==> src/rtl/adventure_room_fsm_pkg.sv <==
// rooms: room/game enums, landmark rooms and the 3x3 grid neighbour function.
package rooms;
  typedef enum logic [3:0] {R0, R1, R2, R3, R4, R5, R6, R7, R8} room_states;
  typedef enum logic [1:0] {PLAYING, WON, DEAD} game_state;
  typedef enum logic [1:0] {DIR_W, DIR_E, DIR_S, DIR_N} dir_t;
  typedef struct packed {
    room_states target;
    logic       wall;
  } hop_t;
  localparam room_states DRAGON_ROOM   = R4;
  localparam room_states TREASURE_ROOM = R8;
  localparam room_states ENTRY_ROOM    = R0;
  // Row-major grid; a wall hop returns the current room unchanged.
  function automatic hop_t neighbour(room_states r, dir_t d);
    logic [3:0] i, row, col, t;
    logic wall;
    i    = r;
    row  = i / 4'd3;
    col  = i % 4'd3;
    wall = d == DIR_N ? row == 4'd0 : d == DIR_S ? row == 4'd2 : d == DIR_E ? col == 4'd2 : col == 4'd0;
    t    = d == DIR_N ? i - 4'd3 : d == DIR_S ? i + 4'd3 : d == DIR_E ? i + 4'd1 : i - 4'd1;
    return '{target: room_states'(wall ? i : t), wall: wall};
  endfunction
endpackage

==> src/rtl/adventure_room_fsm_if.sv <==
// adventure_room_fsm_if: buttons/treasure in, room/score/outcome out.
interface adventure_room_fsm_if import rooms::*; #(parameter int MOVE_W = 8);
  logic n, s, e, w, treasure;
  room_states room;
  logic [MOVE_W-1:0] moves;
  logic win, dead, bump;
  modport master (output n, s, e, w, treasure, input room, moves, win, dead, bump);
  modport slave (input n, s, e, w, treasure, output room, moves, win, dead, bump);
endinterface

==> src/rtl/adventure_room_fsm_dir_edge_detect.sv <==
// dir_edge_detect: rising-edge detector on {n,s,e,w}; valid only for a single edge.
module dir_edge_detect import rooms::*; (
  input  logic       clk,
  input  logic       reset,
  input  logic [3:0] btn,
  output logic       valid,
  output dir_t       dir
);
  logic [3:0] prev, press;
  always_ff @(posedge clk or posedge reset)
    if (reset) prev <= '0;
    else prev <= btn;
  assign press = btn & ~prev;
  assign valid = $onehot(press);
  assign dir   = press[0] ? DIR_W : press[1] ? DIR_E : press[2] ? DIR_S : DIR_N;
endmodule

==> src/rtl/adventure_room_fsm.sv <==
// adventure_room_fsm: player position/outcome FSM on a 3x3 grid; optional move budget under ADV_MOVE_LIMIT_EN.
module adventure_room_fsm import rooms::*; #(
  parameter int MOVE_W    = 8,
  parameter int MAX_MOVES = 20
) (
  input logic clk,
  input logic reset,
  adventure_room_fsm_if.slave io
);
`ifdef ADV_MOVE_LIMIT_EN
  localparam bit LIMIT_EN = 1'b1;
`else
  localparam bit LIMIT_EN = 1'b0;
`endif
  localparam logic [MOVE_W-1:0] LIMIT = MOVE_W'(MAX_MOVES);
  game_state state_q, state_d;
  room_states room_q, room_d;
  logic [MOVE_W-1:0] moves_q, moves_d;
  logic bump_q, bump_d, valid, accept, exit_ok, dragon, limit_hit;
  dir_t dir;
  hop_t hop;
  dir_edge_detect u_edge (
    .clk   (clk),
    .reset (reset),
    .btn   ({io.n, io.s, io.e, io.w}),
    .valid (valid),
    .dir   (dir)
  );
  always_ff @(posedge clk or posedge reset)
    if (reset) begin
      state_q <= PLAYING;
      room_q  <= ENTRY_ROOM;
      moves_q <= '0;
      bump_q  <= 1'b0;
    end else begin
      state_q <= state_d;
      room_q  <= room_d;
      moves_q <= moves_d;
      bump_q  <= bump_d;
    end
  // Leaving west through the entrance is the only wall hop that can be taken.
  always_comb begin
    hop       = neighbour(room_q, dir);
    exit_ok   = room_q == ENTRY_ROOM && dir == DIR_W && io.treasure;
    accept    = state_q == PLAYING && valid && (!hop.wall || exit_ok);
    bump_d    = state_q == PLAYING && valid && hop.wall && !exit_ok;
    room_d    = accept ? hop.target : room_q;
    moves_d   = accept && moves_q != '1 ? moves_q + 1'b1 : moves_q;
    dragon    = hop.target == DRAGON_ROOM && !io.treasure;
    limit_hit = LIMIT_EN && moves_d == LIMIT;
    state_d   = !accept ? state_q : exit_ok ? WON : dragon || limit_hit ? DEAD : PLAYING;
  end
  assign io.room  = room_q;
  assign io.moves = moves_q;
  assign io.win   = state_q == WON;
  assign io.dead  = state_q == DEAD;
  assign io.bump  = bump_q;
endmodule

==> src/flat_wrapper.sv <==
// flat-port wrapper written by rule: the top's interface ports become plain ports
module adventure_room_fsm_flat import rooms::*;
#(
  parameter int MOVE_W    = 8,
  parameter int MAX_MOVES = 20
)
  (clk, reset, io_n, io_s, io_e, io_w, io_treasure, io_room, io_moves, io_win, io_dead, io_bump);
  adventure_room_fsm_if #(.MOVE_W(MOVE_W)) io_i ();
  input logic clk;
  input logic reset;
  input wire logic [$bits(io_i.n)-1:0] io_n;
  input wire logic [$bits(io_i.s)-1:0] io_s;
  input wire logic [$bits(io_i.e)-1:0] io_e;
  input wire logic [$bits(io_i.w)-1:0] io_w;
  input wire logic [$bits(io_i.treasure)-1:0] io_treasure;
  output wire logic [$bits(io_i.room)-1:0] io_room;
  output wire logic [$bits(io_i.moves)-1:0] io_moves;
  output wire logic [$bits(io_i.win)-1:0] io_win;
  output wire logic [$bits(io_i.dead)-1:0] io_dead;
  output wire logic [$bits(io_i.bump)-1:0] io_bump;
  assign io_i.n = io_n;
  assign io_i.s = io_s;
  assign io_i.e = io_e;
  assign io_i.w = io_w;
  assign io_i.treasure = io_treasure;
  assign io_room = io_i.room;
  assign io_moves = io_i.moves;
  assign io_win = io_i.win;
  assign io_dead = io_i.dead;
  assign io_bump = io_i.bump;
  adventure_room_fsm #(.MOVE_W(MOVE_W), .MAX_MOVES(MAX_MOVES)) u_core (.clk(clk), .reset(reset), .io(io_i));
endmodule
==> config.mk <==
export PLATFORM = sky130hd
export DESIGN_NAME = adventure_room_fsm_flat
export DESIGN_NICKNAME = d
export VERILOG_FILES = /design/src/rtl/adventure_room_fsm_pkg.sv /design/src/rtl/adventure_room_fsm_if.sv /design/src/rtl/adventure_room_fsm_dir_edge_detect.sv /design/src/rtl/adventure_room_fsm.sv /design/src/flat_wrapper.sv
export SDC_FILE = /design/constraint.sdc
export NUM_CORES = 1
export LEC_CHECK = 0
export ABC_AREA = 1
export CAP_MARGIN = 40
export CORE_ASPECT_RATIO = 1.2
export CORE_UTILIZATION = 54
export CTS_CLUSTER_DIAMETER = 80
export DETAILED_ROUTE_END_ITERATION = 12
export PLACE_DENSITY = 0.82
export SLEW_MARGIN = 20
export SYNTH_ARGS = -nofsm -noshare
export SYNTH_HDL_FRONTEND = slang
export SYNTH_SLANG_ARGS = --single-unit
==> constraint.sdc <==
create_clock -name clk -period 3.85 [get_ports clk]
set_input_delay 1.155 -clock clk [delete_from_list [all_inputs] [get_ports clk]]
set_output_delay 1.155 -clock clk [all_outputs]
set_load 0.01 [all_outputs]
==> flow_summary.toml <==
[finish]
final_cell_mix = "nand2_1, inv_1, clkdlybuf4s50_1"
final_nets = 232
diodes = 0
drive_gt1_frac = 0.167
n_fill_cell = 225
instances_no_fill = 243
register_area_sq_um = 475
multiInputGateArea_sq_um = 870
final_common_cell = "nand2_1"
area_delta_synth_final_pct = 18.4
fin_area_sq_um = 1760

[drt]
vias = 1235
wl_per_cell_um = 11.8
via_per_inst = 5.08
drtPass1Iterations = 4
drc = 0
drt_iter0_markers = 30
detail-route-antenna-nets = 0
wirelength_mm = 2.86

[hold_path]
worstHoldStart = "u_core.state_q[1]"
hp-class = "reg2reg"
min_to = "u_core.state_q[1]"
hold_path_depth = 2

[clock_network]
cts-hold-fix-buffers = 0
clockRootBuffer = "clkbuf_4"
numClockSinks = 19
cts_buffer_depth = 2
numCtsBuffers = 3
cts_tree = "built"
post_cts_buffers = 0
clk_pin_slew_ns = 0.11
ctsHtreeMaxLevel = 1
clk_latency_ns = 0.31
ctsResizeCount = 0

[grt]
use_met2 = 0.402
grt_pass1_vias = 1123
busiest_layer = "met2"
track_usage = 0.223
grt_pass1_wl_mm = 4.90
grt_max_degree = 20
use_met1 = 0.267
met3_usage = 0.0308
grt_antenna_before_repair = 0
overflow = 0

[die]
floorplan.initialDensity = 0.576
die_area_sq_um = 2960
rows = 20
die_y_um = 59.4
core_sq_um = 2580
boundaryPins = 22
die_width_um = 49.9

[placement]
globalplace.congestion = 0.886
place_inst = 239
dpl.hpwl_mm = 2.31
io_buffers = 21
placed_area_sq_um = 1730

[setup_path]
end_kind = "register"
cp_cell_sequence = "clkdlybuf4s50_1 -> inv_1 -> nor2_1 -> inv_1 -> fa_1 -> inv_1 -> ha_1 -> ha_1 -> nor3b_1 -> and2_1 -> nand2_4 -> inv_4 -> nand2_4 -> nand2_1 -> o21ai_2"
reg2reg_to = "u_core.state_q[1]"
worstPathMaxFanout = 11
cp_data_required_time_ns = 4.06
crit_slowest_cell = "fa_1"
crit_type = "in2reg"
slowest_delay_ns = 0.53
reg2reg_slack_ns = 0.74
crit_path_frequent_cell = "inv_1"
cp-startpoint = "io_w"
rr_startpoint = "u_core.io.room[2]"
cp-start-kind = "input pin"
ff2ff_path_depth = 20
critPathArrivalTime_ns = 3.77

[flow_run]
maxCapViolCount = 0

[yosys]
synth_flop_cell = "dfrtp_1"
ys_warn_count = 0
async_flop_share = 1.00
syn-cell-area_sq_um = 1480
synthCells = 184
synth-edff-count = 0
synth.distinct_cells = 31
ys_seq_elements = 19
synth_area_per_cell_sq_um = 8.06
syn-num-nets = 205
ys_seq_area_frac = 0.320

[timing]
final.min_clock_period_ns = 3.55
slew_headroom = 0.521
grt_setup_unrepaired = "false"
finClkSkew_ns = 0.00665
hold_violations = 0
fin_crit_sh = 0.923
maxSlewViolCount = 0
setup_viol = 0
fmax_mhz = 281
worstMarginPinSlew_ns = 0.718

[power]
intPower_uw = 271
seqPwrFrac = 0.539
p_sw_uw = 104
cellLeakagePower_uw = 0.000861
combPwrFrac = 0.181
vdd_ir_drop_max_mv = 0.173
clockPowerShare = 0.281
switching_share = 0.278
power.density_nw_per_um2 = 214

[outcome]
status = "complete, no violations"
-- power by group through the flow --
| stage | Combinational [uW] | Clock (uW) | Sequential [uW] |
|---|---|---|---|
| after floorplan | 48.2 | 0 | 206 |
| after global placement | 64.6 | 0 | 206 |
| after detailed placement | 67.8 | 0 | 206 |
| after CTS | 68.4 | 104 | 202 |
| after global routing | 77.4 | 111 | 202 |
| final | 67.7 | 105 | 202 |
-- worst max-delay path, delay by kind of cell --
kind	cells	cell delay [ns]
AO/OA/AOI/OAI	1	0.05
buffers and inverters	5	0.77
adder cells (fa/ha/maj)	3	0.96
AND/OR/NAND/NOR	6	0.82
-- worst max path at each step --
stage,to,slack (ns),cells past startpoint
2_1_floorplan,u_core.io.moves[5],0.55,15
3_3_place_gp,u_core.io.moves[2],0.07,15
3_5_place_dp,u_core.io.moves[2],-0.05,15
4_1_cts,u_core.io.moves[2],0.27,15
5_1_grt,u_core.io.moves[2],0.11,15
6_report,u_core.io.moves[2],0.30,15
-- logic make-up after synthesis --
family,synth area share
buffers and inverters,0.0936
AO/OA/AOI/OAI,0.0599
XOR/XNOR,0.0590
adder cells (fa/ha/maj),0.128
AND/OR/NAND/NOR,0.339
flip-flops,0.320
-- cell type report --
type / instances / area share
inverter: 29 / 0.0634
sequential: 19 / 0.271
clock buffer: 4 / 0.0150
timing repair buffer: 24 / 0.132
multi-input combinational: 134 / 0.495
tap: 33 / 0.0235
-- per-layer routing --
| metal | share of wire | vias up |
|---|---|---|
| li1 | - | 634 |
| met1 | 0.45 | 573 |
| met4 | 0.016 | 0 |
| met5 | 0 | - |
| met3 | 0.028 | 5 |
| met2 | 0.51 | 23 |
-- stage by stage --
step / TNS, ns / hold WS [ns] / utilization / total power [uW] / worst slack [ns]
after floorplan: 0 / 0.471 / - / 254 / 0.547
after CTS: 0 / 0.542 / 0.682 / 374 / 0.275
after detailed placement: -0.217 / 0.515 / 0.671 / 274 / -0.0526
after global routing: 0 / 0.583 / 0.682 / 391 / 0.114
after global placement: 0 / 0.488 / 0.671 / 271 / 0.0744
final: 0 / 0.538 / 0.682 / 375 / 0.297
-- synth_stat cells, types with 2 or more instances --
cell type,n,area (sq um)
a21oi_1,4,20.0
dfrtp_1,19,475
fa_1,2,40.0
ha_1,12,150
inv_1,24,90.1
inv_2,4,15.0
nand2_1,37,139
nand2_2,11,68.8
nand2_4,3,33.8
nand3_1,16,80.1
nand4_1,4,25.0
nor2_1,14,52.6
o21ai_0,3,15.0
o21ai_1,2,10.0
o21ai_2,5,43.8
xnor2_1,3,26.3
xor2_1,7,61.3
-- flip-flops by register name, indices dropped and copies added (netlist names) --
name                cells
u_core.io.moves         8
u_core.io.room          4
u_core.u_edge.prev      4
u_core.state_q          2
u_core.io.bump          1
Power figures use the tool's default switching activity.
